<file path="config.mk">
export PLATFORM = sky130hd
export DESIGN_NAME = mem_bus_arbiter
export DESIGN_NICKNAME = d
export VERILOG_FILES = /design/src/rtl/mem_bus_arbiter.sv
export SDC_FILE = /design/constraint.sdc
export NUM_CORES = 1
export LEC_CHECK = 0
export ABC_AREA = 0
export ABC_CLOCK_PERIOD_IN_PS = 3150
export CAP_MARGIN = 20
export CELL_PAD_IN_SITES_DETAIL_PLACEMENT = 1
export CELL_PAD_IN_SITES_GLOBAL_PLACEMENT = 1
export CORE_MARGIN = 5
export CORE_UTILIZATION = 42
export CTS_CLUSTER_DIAMETER = 150
export CTS_CLUSTER_SIZE = 25
export DETAILED_ROUTE_END_ITERATION = 12
export PLACE_DENSITY = 0.84
export SYNTH_ARGS = -nofsm -noshare
export SYNTH_HDL_FRONTEND = slang
export SYNTH_SLANG_ARGS = --single-unit
export TNS_END_PERCENT = 50
</file>
<file path="constraint.sdc">
create_clock -name clk -period 3.15 [get_ports clk]
set_input_delay 0.315 -clock clk [delete_from_list [all_inputs] [get_ports clk]]
set_output_delay 0.315 -clock clk [all_outputs]
set_load 0.02 [all_outputs]
</file>
<file path="src/rtl/mem_bus_arbiter.sv">
// Two-channel (fetch/data) arbiter feeding one downstream MMU port, one transaction outstanding.
// Define ARB_ROUND_ROBIN_EN to make contested grants alternate instead of data-first priority.
module mem_bus_arbiter #(
  parameter int unsigned TIMEOUT      = 1024,
  parameter logic [31:0] TIMEOUT_DATA = 32'hDEADBEEF
) (
  input  logic        clk,
  input  logic        rstn,
  input  logic        fetch_request_enable,
  input  logic        freq_mode,
  input  logic [31:0] freq_addr,
  input  logic [31:0] freq_wdata,
  input  logic [3:0]  freq_wstrb,
  output logic        fetch_response_enable,
  output logic [31:0] fresp_data,
  input  logic        mem_request_enable,
  input  logic        mreq_mode,
  input  logic [31:0] mreq_addr,
  input  logic [31:0] mreq_wdata,
  input  logic [3:0]  mreq_wstrb,
  output logic        mem_response_enable,
  output logic [31:0] mresp_data,
  output logic        dn_req_enable,
  output logic        dn_req_mode,
  output logic [31:0] dn_req_addr,
  output logic [31:0] dn_req_wdata,
  output logic [3:0]  dn_req_wstrb,
  input  logic        dn_resp_enable,
  input  logic [31:0] dn_resp_data,
  output logic        timeout_err
);

  // state | meaning
  // IDLE  | no downstream transaction; grant a pending slot if any
  // BUSY  | one transaction issued, waiting for dn_resp_enable or watchdog
  typedef enum logic {IDLE, BUSY} state_t;

  localparam int TW = (TIMEOUT > 2) ? $clog2(TIMEOUT) : 1;
  localparam logic [TW-1:0] TO_LOAD = (TIMEOUT > 0) ? TW'(TIMEOUT - 1) : '0;

  state_t state, state_nxt;

  logic        f_pend, m_pend;
  logic        f_mode, m_mode;
  logic [31:0] f_addr, m_addr, f_wdata, m_wdata;
  logic [3:0]  f_wstrb, m_wstrb;
  logic        owner_mem;
  logic [TW-1:0] to_cnt;

  logic sel_valid, sel_mem, done, to_fire, to_expired;
  logic f_take, m_take, pick_mem;

`ifdef ARB_ROUND_ROBIN_EN
  logic last_mem;

  // Only contested grants move the flag, so an uncontested grant never steals a turn.
  always_ff @(posedge clk or negedge rstn) begin
    if (!rstn) begin
      last_mem <= 1'b0;
    end else if (sel_valid && f_pend && m_pend) begin
      last_mem <= sel_mem;
    end
  end

  assign pick_mem = m_pend && (!f_pend || !last_mem);
`else
  assign pick_mem = m_pend;
`endif

  assign to_expired = (TIMEOUT != 0) && (to_cnt == '0);

  assign f_take = fetch_request_enable && !f_pend && !(state == BUSY && !owner_mem);
  assign m_take = mem_request_enable   && !m_pend && !(state == BUSY &&  owner_mem);

  always_ff @(posedge clk or negedge rstn) begin
    if (!rstn) state <= IDLE;
    else       state <= state_nxt;
  end

  always_comb begin
    state_nxt = state;
    sel_valid = 1'b0;
    sel_mem   = 1'b0;
    done      = 1'b0;
    to_fire   = 1'b0;
    case (state)
      IDLE: begin
        if (f_pend || m_pend) begin
          sel_valid = 1'b1;
          sel_mem   = pick_mem;
          state_nxt = BUSY;
        end
      end
      BUSY: begin
        if (dn_resp_enable) begin
          done      = 1'b1;
          state_nxt = IDLE;
        end else if (to_expired) begin
          done      = 1'b1;
          to_fire   = 1'b1;
          state_nxt = IDLE;
        end
      end
      default: state_nxt = IDLE;
    endcase
  end

  always_ff @(posedge clk or negedge rstn) begin
    if (!rstn) begin
      f_pend  <= 1'b0;
      f_mode  <= 1'b0;
      f_addr  <= '0;
      f_wdata <= '0;
      f_wstrb <= '0;
      m_pend  <= 1'b0;
      m_mode  <= 1'b0;
      m_addr  <= '0;
      m_wdata <= '0;
      m_wstrb <= '0;
    end else begin
      if (f_take) begin
        f_pend  <= 1'b1;
        f_mode  <= freq_mode;
        f_addr  <= freq_addr;
        f_wdata <= freq_wdata;
        f_wstrb <= freq_wstrb;
      end else if (sel_valid && !sel_mem) begin
        f_pend <= 1'b0;
      end
      if (m_take) begin
        m_pend  <= 1'b1;
        m_mode  <= mreq_mode;
        m_addr  <= mreq_addr;
        m_wdata <= mreq_wdata;
        m_wstrb <= mreq_wstrb;
      end else if (sel_valid && sel_mem) begin
        m_pend <= 1'b0;
      end
    end
  end

  // Downstream payload stays registered after the pulse until the next grant.
  always_ff @(posedge clk or negedge rstn) begin
    if (!rstn) begin
      dn_req_enable <= 1'b0;
      dn_req_mode   <= 1'b0;
      dn_req_addr   <= '0;
      dn_req_wdata  <= '0;
      dn_req_wstrb  <= '0;
      owner_mem     <= 1'b0;
      to_cnt        <= '0;
    end else begin
      dn_req_enable <= sel_valid;
      if (sel_valid) begin
        owner_mem    <= sel_mem;
        dn_req_mode  <= sel_mem ? m_mode  : f_mode;
        dn_req_addr  <= sel_mem ? m_addr  : f_addr;
        dn_req_wdata <= sel_mem ? m_wdata : f_wdata;
        dn_req_wstrb <= sel_mem ? m_wstrb : f_wstrb;
        to_cnt       <= TO_LOAD;
      end else if (state == BUSY && to_cnt != '0) begin
        to_cnt <= to_cnt - 1'b1;
      end
    end
  end

  always_ff @(posedge clk or negedge rstn) begin
    if (!rstn) begin
      fetch_response_enable <= 1'b0;
      mem_response_enable   <= 1'b0;
      fresp_data            <= '0;
      mresp_data            <= '0;
      timeout_err           <= 1'b0;
    end else begin
      fetch_response_enable <= done && !owner_mem;
      mem_response_enable   <= done &&  owner_mem;
      timeout_err           <= to_fire;
      if (done && !owner_mem) fresp_data <= to_fire ? TIMEOUT_DATA : dn_resp_data;
      if (done &&  owner_mem) mresp_data <= to_fire ? TIMEOUT_DATA : dn_resp_data;
    end
  end

endmodule

</file>
# Word-level counts from Yosys, hierarchy flattened
# Cells that the tools add are included.
# classes
n_addsub	1
multipliers	0
div_mod_pow	0
n_lt_le_gt_ge	0
n_eq_ne	0
shifts	0
muxes	23
bitwise_logic	1
n_reduce_logical	23
# ops
operator	n
$mux W32	3
$mux W10	2
$mux W1	16
$logic_and A1 B1 Y1	11
$logic_not A10 Y1	1
$reduce_bool A10 Y1	1
$sub A10 B1 Y10 const B	1
$logic_not A1 Y1	6
$reduce_bool A2 Y1	3
$mux W4	1
$pmux W1 S2	1
$logic_or A1 B1 Y1	1
$not A1 Y1	1
# word_totals
reg_bits	289
latch_bits	0
mem_bits_rw	0
rom_bits	0
out_inout_bits	137
elab_cells	71
n_memories	0

# Longest topological paths before layout
# Gate-level depths: netlist of run 1.
# depth
ltp_word	7
mapped_depth	9
ltp_nobuf	7

# Worst setup path before layout of run 1
# No wires, ideal clock.
# synth_timing
path_kind	register to register
start	register to_cnt[5]
end	register to_cnt[5]
arrival_ps	1721
required_time_ps	3071
setup_slack_ps	1350
path_stages_with_launch	5
n_path_buf	0
synth_period_minus_slack_ps	1800
path_cell_list	dfrtp_1 > or4_4 > or4b_4 > nand3b_1 > mux2i_1
# synth_between
elab_chain_len	3
elab_cells_between_ends	6
classes_between	add/sub (1); mux (2); reduce/logical (3)
# synth_rtl
item	line_no	rtl
start, declared	48	logic [TW-1:0] to_cnt;
start signal, assigned	162	to_cnt <= to_cnt - 1'b1;
$sub A10 B1 Y10 or $reduce_bool A10 Y1 (tied branches)	162, 161	
$mux W10 or $logic_and A1 B1 Y1 (tied branches)	161	end else if (state == BUSY && to_cnt != '0) begin
$mux W10 or $reduce_bool A2 Y1 (tied branches)	n/a	
# Parallel ways exist; a longest one is shown, timed or not. The select of a mux whose other input is x is not followed.
# A chain may end at the register's enable or synchronous reset.

# Worst setup path after layout of run 1
# layout_timing
start	register state
end	register fresp_data[6]
# layout_between
elab_chain_len	2
elab_cells_between_ends	4
classes_between	mux (3); reduce/logical (1)
# layout_rtl
item	line_no	rtl
start, declared	41	state_t state, state_nxt;
start signal, assigned	77	else state <= state_nxt;
$mux W1	86	case (state)
$mux W32 or $logic_and A1 B1 Y1 (tied branches)	178	if (done && !owner_mem) fresp_data <= to_fire ? TIMEOUT_DATA : dn_resp_data;
end signal, assigned	178	
end, declared	15	output logic [31:0] fresp_data,
# Parallel ways exist; a longest one is shown, timed or not.

==> flow_summary.ini, run 1 <==
[global_routing]
grt_pass1_wl_um = 55600
overflow = 0
track_usage = 0.225
grt_pass1_vias = 9441
antenna_found_initial = 5
grt_max_degree = 110

[floorplan]
std_cell_rows = 61
pin_count = 312
die_y_um = 177
initial_core_util = 0.423
die_w_um = 177
core_sq_um = 27700
die_area_sq_um = 31300

[min_path]
min_from = freq_wdata[29]
hp-class = in2reg

[logic_synthesis]
ys_warn_count = 0
async_flop_share = 1.00
synth_nets = 1082
yosysSeqAreaShare = 0.617
synth_top_cell_area_share = 0.617
synth_largest_area_cell = dfrtp_1
synth_edf_count = 0
syn_area_per_cell_sq_um = 12.9
ys_top_cells_by_area = dfrtp_1 (62%), mux2_2 (6.7%), mux2_1 (6.6%), a22oi_1 (4.4%), nor2b_1 (3.8%)
synth_ff_type = dfrtp_1
synth.most_common_cell = dfrtp_1
synth_area_sq_um = 11700
ys_types = 44
netlist_instances = 906
ys_seq_elements = 289
ys_top_cells_by_count = dfrtp_1 (289), a21oi_1 (74), nor2b_1 (72), mux2_2 (70), o21ai_1 (70)

[cts]
cts_buffer_depth = 3
cts_buffers = 15
clkTransAtPathRegs_ns = 0.11
htreeDepth = 1
cts_sinks = 289
worstSkewPairLatency_ns = 0.49
cts-resized-gates = 0
cts_tree = done
ctsRootBufferMaster = clkbuf_16

[power_and_ir_drop]
power_density_nw_per_um2 = 1070
vdd_drop_max_v = 0.000604
p_sw_w = 0.00646
switching_share = 0.387
p_comb_frac = 0.464
leakagePower_nw = 6.25
internal_power_w = 0.0102
p_seq_frac = 0.412
p_clk_frac = 0.123
power_w = 0.0167

[drt]
first_pass_iters = 4
ant_nets = 0
via_per_inst = 5.47
route.detailed.drc = 0
drtIter0Drc = 477
wl_per_cell_um = 23.1
drt-total-wl_um = 36200
vias = 8578

[setup_path]
setup.worst_path.class = reg2reg
worstSetupStartpoint = state
crit_buf_inv = 0
cp.required_ns = 3.52
arrival_ns = 2.77
slowest_delay_ns = 0.87
critPathMaxFanout = 52
cp_slowest_cell = dfrtp_4
critPathCaptureType = register
worstReg2RegStart = state
crit_chain = nor2b_1, nand2_1, o22a_1
worstSetupStartpointType = register
critPathTopFamily = simple AND/OR/NAND/NOR gates

[timing]
fmax_mhz = 416
finalSetupViolCount = 0
worst_slack_ns = 0.747
finClkSkew_ns = 0.0222
period_share = 0.763
hold_viol = 0
fin_setup_tns_ns = 0
rsz0062_at_grt = false
drv_slew = 0
worstMarginPinSlew_ns = 0.884
max_slew_margin = 0.411
period_needed_ns = 2.40

[finish]
area_growth_pct = 33.7
fillers = 2785
final_cell_area_sq_um = 15700
drive_gt1_frac = 0.0977
nets = 1362
fin_util = 0.566

[placement]
gp_congestion = 0.802
dp_hpwl_um = 25100
io_buffers = 311
preCtsSetupSlack_ns = 0.762
placed_area_sq_um = 15300

[outcome]
status = complete, no violations

[job]
max_cap_viol_count = 0
## cells by family (layout without fill, tap and decap cells)
kind of cell,after synthesis,after routing,synth area share
flops,289,289,0.617
simple gates,112,112,0.0589
compound gates,291,291,0.162
other cells,0,2,0
mux,140,140,0.134
buf+inv,73,354,0.0269
fa+ha+maj,1,1,0.00107
## worst reg2reg max path, stage by stage (launching register included)
cell and delay (ns):
dfrtp_4 0.87, nor2b_1 0.41, nand2_1 0.60, o22a_1 0.40
## power groups by stage
stage | clock (W) | sequential (W) | combinational [W]
6_report | 0.00206 | 0.00688 | 0.00775
5_1_grt | 0.00227 | 0.00712 | 0.00835
4_1_cts | 0.00213 | 0.00689 | 0.00786
3_5_place_dp | 0 | 0.00696 | 0.00783
3_3_place_gp | 0 | 0.00683 | 0.00752
2_1_floorplan | 0 | 0.00747 | 0.00374
## state kept, by name, summed over array words and instances, names as in the netlist, 32 cells and up
| signal | cells |
|---|---|
| f_addr | 32 |
| f_wdata | 32 |
| mresp_data | 32 |
| dn_req_wdata | 32 |
| dn_req_addr | 32 |
| m_addr | 32 |
| fresp_data | 32 |
| m_wdata | 32 |
## final timing paths
kind                       slack (ns)  cells past startpoint              to
setup reg to reg                 0.75                      3   fresp_data[6]
setup / recovery                 0.75                      3   fresp_data[6]
hold / removal                   0.42                      2     f_wdata[29]
hold reg to reg                  0.49                      1      f_addr[25]
min in group asynchronous        0.50                      2  mresp_data[18]
max in group asynchronous        1.68                      3  mresp_data[14]
## per-layer routing
metal,GRT usage,share of wire,up-vias
met5,0,0.0011,-
met4,0.0603,0.029,6
met3,0.0671,0.084,59
met2,0.385,0.48,269
met1,0.280,0.40,4401
li1,-,-,3843
## what timing repair did
item	4_1_cts	5_1_grt
endpoints found under the hold margin	103	0
buffers inserted	0	0
setup endpoints to repair	0	0
hold buffers	1	0
## placed cells by master, fill, tap and decap left out, types with 2 or more instances in the layout
cell type	instances
nand2b_1	3
clkdlybuf4s50_1	310
o22a_1	49
mux2_1	69
o21ai_1	70
dfrtp_2	2
nand3_1	3
a22oi_1	69
buf_4	11
a22o_1	16
nor2b_4	2
o21ai_0	4
nor2_1	4
diode_2	2
and3_1	2
nand3b_1	2
o31ai_1	2
a21oi_1	74
a31oi_1	2
inv_1	5
buf_12	6
clkbuf_16	15
dfrtp_1	286
clkbuf_1	2
o21bai_1	2
nor2b_1	70
mux2_2	70
nand2_1	10
nor3_1	4
## through the flow
stage / std cells / hold WS (ns)
floorplan: 906 / 0.0194
global placement: 1546 / 0.451
detailed placement: 1546 / 0.456
CTS: 1565 / 0.393
global route: 1567 / 0.409
finish: 1567 / 0.417
## cell type report
cell class                 instances  area (sq um)  area share
antenna                            2          5.00    0.000319
clock buffer                      17           383      0.0244
clock inverter                     1          16.3     0.00104
inverter                           7          28.8     0.00184
multi-input combinational        544          4190       0.268
sequential                       289          7240       0.462
tap                              378           473      0.0302
timing repair buffer             329          3330       0.213
Note: power is estimated with default switching activity, not from simulation.
==> run 2: changes to the inputs <==
--- a/config.mk
+++ b/config.mk
@@ -6,16 +6,16 @@
 export NUM_CORES = 1
 export LEC_CHECK = 0
 export ABC_AREA = 0
-export ABC_CLOCK_PERIOD_IN_PS = 3150
+export ABC_CLOCK_PERIOD_IN_PS = 2400
 export CAP_MARGIN = 20
 export CELL_PAD_IN_SITES_DETAIL_PLACEMENT = 1
 export CELL_PAD_IN_SITES_GLOBAL_PLACEMENT = 1
 export CORE_MARGIN = 5
-export CORE_UTILIZATION = 42
+export CORE_UTILIZATION = 39
 export CTS_CLUSTER_DIAMETER = 150
 export CTS_CLUSTER_SIZE = 25
 export DETAILED_ROUTE_END_ITERATION = 12
-export PLACE_DENSITY = 0.84
+export PLACE_DENSITY = 0.79
 export SYNTH_ARGS = -nofsm -noshare
 export SYNTH_HDL_FRONTEND = slang
 export SYNTH_SLANG_ARGS = --single-unit
==> constraint.sdc (replaced) <==
create_clock -name clk -period 2.4 [get_ports clk]
set_input_delay 0.24 -clock clk [delete_from_list [all_inputs] [get_ports clk]]
set_output_delay 0.24 -clock clk [all_outputs]
set_load 0.02 [all_outputs]
==> flow_summary.ini, run 2 (same netlist as run 1, synthesis figures left out) <==
[outcome]
status = complete, no violations

[cts]
htreeDepth = 1
ctsRootBufferMaster = clkbuf_16
cts_buffers = 15
cts_tree = done
cts_buffer_depth = 3
worstSkewPairLatency_ns = 0.51
clkTransAtPathRegs_ns = 0.10
cts-resized-gates = 0
cts_sinks = 289

[drt]
wl_per_cell_um = 22.6
via_per_inst = 5.45
route.detailed.drc = 0
vias = 8655
drt-total-wl_um = 35900
first_pass_iters = 4
drtIter0Drc = 397
ant_nets = 0

[global_routing]
antenna_found_initial = 4
track_usage = 0.207
overflow = 0
grt_pass1_vias = 9684
grt_pass1_wl_um = 55800
grt_max_degree = 74

[placement]
dp_hpwl_um = 25000
placedCellCount = 1568
io_buffers = 311
gp_congestion = 0.811

[timing]
period_needed_ns = 2.18
worstMarginPinSlew_ns = 0.735
finClkSkew_ns = 0.0237
period_share = 0.907
hold_viol = 0
drv_slew = 0
fmax_mhz = 459
finalSetupViolCount = 0
holdWs_ns = 0.294
max_slew_margin = 0.510
rsz0062_at_grt = false
fin_setup_tns_ns = 0

[setup_path]
critPathMaxFanout = 25
worstReg2RegStart = to_cnt[5]
cp.required_ns = 2.83
worstSetupStartpointType = register
slowest_delay_ns = 0.51
cp_slowest_cell = nor4_2
critPathTopFamily = simple AND/OR/NAND/NOR gates
path_depth = 5
critPathCaptureType = register
crit_chain = nor4_2, a31oi_1, or2_1, inv_4, o22a_1
setup.worst_path.class = reg2reg
r2r_slack_ns = 0.22
reg2reg_to = mresp_data[6]
worst-r2r-cell-count = 5
arrival_ns = 2.61
crit_buf_inv = 1

[finish]
fin_util = 0.534
nets = 1372
drive_gt1_frac = 0.106
layout.cells.non_filler = 1589
fillers = 3029
final_cell_mix = clkdlybuf4s50_1 (310), dfrtp_1 (286), a21oi_1 (74)
layout_commonest_cell = clkdlybuf4s50_1
area_growth_pct = 34.9

[floorplan]
pin_count = 312
core_sq_um = 29600
initial_core_util = 0.395
die_area_sq_um = 33600
die_y_um = 183
die_w_um = 183
std_cell_rows = 63

[power_and_ir_drop]
leakagePower_nw = 6.32
power_density_nw_per_um2 = 1390
vdd_drop_max_v = 0.000706

[min_path]
hp-class = in2async

[job]
max_cap_viol_count = 0
[run 2: where the power goes]
| group | internal, W | switching [W] | total (W) |
|---|---|---|---|
| registers | 0.00730 | 0.00150 | 0.00879 |
| logic | 0.00511 | 0.00541 | 0.0105 |
| clock network | 0.00116 | 0.00157 | 0.00273 |
| total | 0.0136 | 0.00848 | 0.0220 |
[run 2: per-layer routing]
metal	part of all wire	global-route usage	routed length (um)	vias to the layer above
met4	0.010	0.0277	358	6
met1	0.41	0.261	14800	4475
met2	0.50	0.366	17900	266
met5	0.0011	0	41	-
li1	-	-	-	3869
met3	0.077	0.0599	2760	39
[run 2: metrics by stage]
step / instance area (sq um) / worst slack, ns / total power, W
floorplan: 11700 / 0.600 / 0.0147
global placement: 15400 / 0.313 / 0.0190
detailed placement: 15400 / 0.221 / 0.0195
CTS: 15800 / 0.178 / 0.0223
global route: 15800 / 0.0410 / 0.0235
finish: 15800 / 0.222 / 0.0220
[run 2: final cells by class]
cell class | instances | area, sq um | share of cell area
Sequential cell | 289 | 7240 | 0.458
Inverter | 7 | 28.8 | 0.00182
Tap cell | 390 | 488 | 0.0309
Timing Repair Buffer | 339 | 3460 | 0.219
Clock inverter | 2 | 25.0 | 0.00158
Multi-Input combinational cell | 544 | 4190 | 0.265
Clock buffer | 16 | 379 | 0.0240
Antenna cell | 2 | 5.00 | 0.000316
[run 2: what timing repair did]
action | CTS | global route
hold endpoints to repair | 63 | 0
buffers inserted | 0 | 0
hold buffers | 1 | 0
[run 2: worst max-delay path by stage]
stage / startpoint / to / slack [ns]
after global routing: to_cnt[1] / fresp_data[9] / 0.04
after floorplan: to_cnt[5] / to_cnt[5] / 0.60
final: to_cnt[5] / mresp_data[6] / 0.22
after global placement: to_cnt[0] / fresp_data[19] / 0.31
after CTS: to_cnt[1] / fresp_data[9] / 0.18
after detailed placement: to_cnt[5] / mresp_data[27] / 0.22
==> run 3: changes to the inputs <==
--- a/config.mk
+++ b/config.mk
@@ -11,11 +11,12 @@
 export CELL_PAD_IN_SITES_DETAIL_PLACEMENT = 1
 export CELL_PAD_IN_SITES_GLOBAL_PLACEMENT = 1
 export CORE_MARGIN = 5
-export CORE_UTILIZATION = 39
+export CORE_UTILIZATION = 37
 export CTS_CLUSTER_DIAMETER = 150
 export CTS_CLUSTER_SIZE = 25
 export DETAILED_ROUTE_END_ITERATION = 12
-export PLACE_DENSITY = 0.79
+export PLACE_DENSITY = 0.75
+export RECOVER_POWER = 50
 export SYNTH_ARGS = -nofsm -noshare
 export SYNTH_HDL_FRONTEND = slang
 export SYNTH_SLANG_ARGS = --single-unit
==> flow_summary.ini, run 3 (same netlist as run 1, synthesis figures left out) <==
[drt]
drtIter0Drc = 430
wl_per_cell_um = 22.6
ant_nets = 0
drt-total-wl_um = 36100
first_pass_iters = 4
via_per_inst = 5.41
route.detailed.drc = 0
vias = 8634

[min_path]
hp-class = in2async

[power_and_ir_drop]
leakagePower_nw = 6.25
vdd_drop_max_v = 0.000573
internal_power_w = 0.0134
power_density_nw_per_um2 = 1390
p_seq_frac = 0.405
p_comb_frac = 0.469
p_clk_frac = 0.126
switching_share = 0.388
p_sw_w = 0.00848

[setup_path]
critPathMaxFanout = 54
crit_buf_inv = 1
setup.worst_path.class = reg2reg
cp_slowest_cell = clkbuf_2
arrival_ns = 2.45
critPathCaptureType = register
worstSetupStartpointType = register
slowest_delay_ns = 1.09
r2r_slack_ns = 0.26
cp.required_ns = 2.71
critPathTopFamily = buffers and inverters
crit_chain = clkbuf_2, o21ai_1

[placement]
gp_congestion = 0.793
placed_area_sq_um = 15300
preCtsSetupSlack_ns = 0.298
dp_hpwl_um = 24500
io_buffers = 311

[timing]
drv_slew = 0
finalSetupViolCount = 0
worstMarginPinSlew_ns = 1.45
period_needed_ns = 2.14
hold_viol = 0
fmax_mhz = 468
rsz0062_at_grt = false
finClkSkew_ns = 0.0146
period_share = 0.891
worst_slack_ns = 0.261
max_slew_margin = 0.0327
fin_setup_tns_ns = 0
holdWs_ns = 0.184

[global_routing]
met1_usage = 0.270
overflow = 0
met3_usage = 0.0571
use_met2 = 0.321
antenna_found_initial = 6
track_usage = 0.198
grt_pass1_vias = 9333
grt_pass1_wl_um = 56600
grt_max_degree = 83
grt-busiest-layer = met2

[cts]
cts_buffers = 15
cts_sinks = 289
post-cts-setup-buffers = 0
cts-resized-gates = 0
clkTransAtPathRegs_ns = 0.10
worstSkewPairLatency_ns = 0.50
cts_buffer_depth = 3
cts_tree = done
ctsRootBufferMaster = clkbuf_16
htreeDepth = 1

[floorplan]
initial_core_util = 0.373
std_cell_rows = 65
pin_count = 312
core_sq_um = 31400
die_y_um = 188
die_area_sq_um = 35300
die_w_um = 188

[job]
max_cap_viol_count = 0

[finish]
drive_gt1_frac = 0.0982
layout_commonest_cell = dfrtp_1
final_cell_area_sq_um = 15700
area_growth_pct = 33.9
nets = 1365
final_cell_mix = dfrtp_1 (287), clkdlybuf4s50_1 (269), a21oi_1 (74), nor2b_1 (70), mux2_2 (70)

[outcome]
status = complete, no violations
==> run 3: power groups by stage <==
stage / Clock (W) / Combinational [W] / Sequential [W]
final: 0.00275 / 0.0102 / 0.00886
after detailed placement: 0 / 0.0105 / 0.00898
after CTS: 0.00286 / 0.0106 / 0.00890
after global routing: 0.00302 / 0.0111 / 0.00915
after floorplan: 0 / 0.00490 / 0.00980
after global placement: 0 / 0.0102 / 0.00889
==> run 3: final cells by class <==
type,instances,area [sq um]
fillers,3192,15700
multi-input cells,544,4190
flip-flops and latches,289,7240
clock buffers,18,387
inverters,7,28.8
diodes,3,7.51
repair buffers,332,3320
well taps,402,503
clock inverters,1,16.3
==> run 3: path summary, 6_finish.rpt <==
check                                   start        endpoint  cells after the start
worst min-delay path                     rstn     f_wdata[20]                      2
min in group clk                freq_addr[10]      f_addr[10]                      2
worst max-delay path                   m_pend  dn_req_addr[6]                      2
max in group asynchronous                rstn      m_addr[26]                      3
worst max register to register         m_pend  dn_req_addr[6]                      2
worst min register to register    f_wdata[29]     f_wdata[29]                      1
==> run 3: repair_timing <==
action                     in CTS  in global routing
hold endpoints to repair      128                  0
setup endpoints to repair       0                  0
hold buffers                    1                  0
==> run 3: metal layers <==
layer / share of wire / wire length [um]
met1: 0.44 / 15900
met2: 0.47 / 16900
met3: 0.071 / 2570
met4: 0.020 / 710
met5: 0.0012 / 45
==> run 3: stage by stage <==
step	instances	utilization	power, W
4_1_cts	1593	0.502	0.0223
3_5_place_dp	1573	0.489	0.0195
2_1_floorplan	906	-	0.0147
6_report	1596	0.500	0.0219
5_1_grt	1594	0.500	0.0233
3_3_place_gp	1573	0.489	0.0191
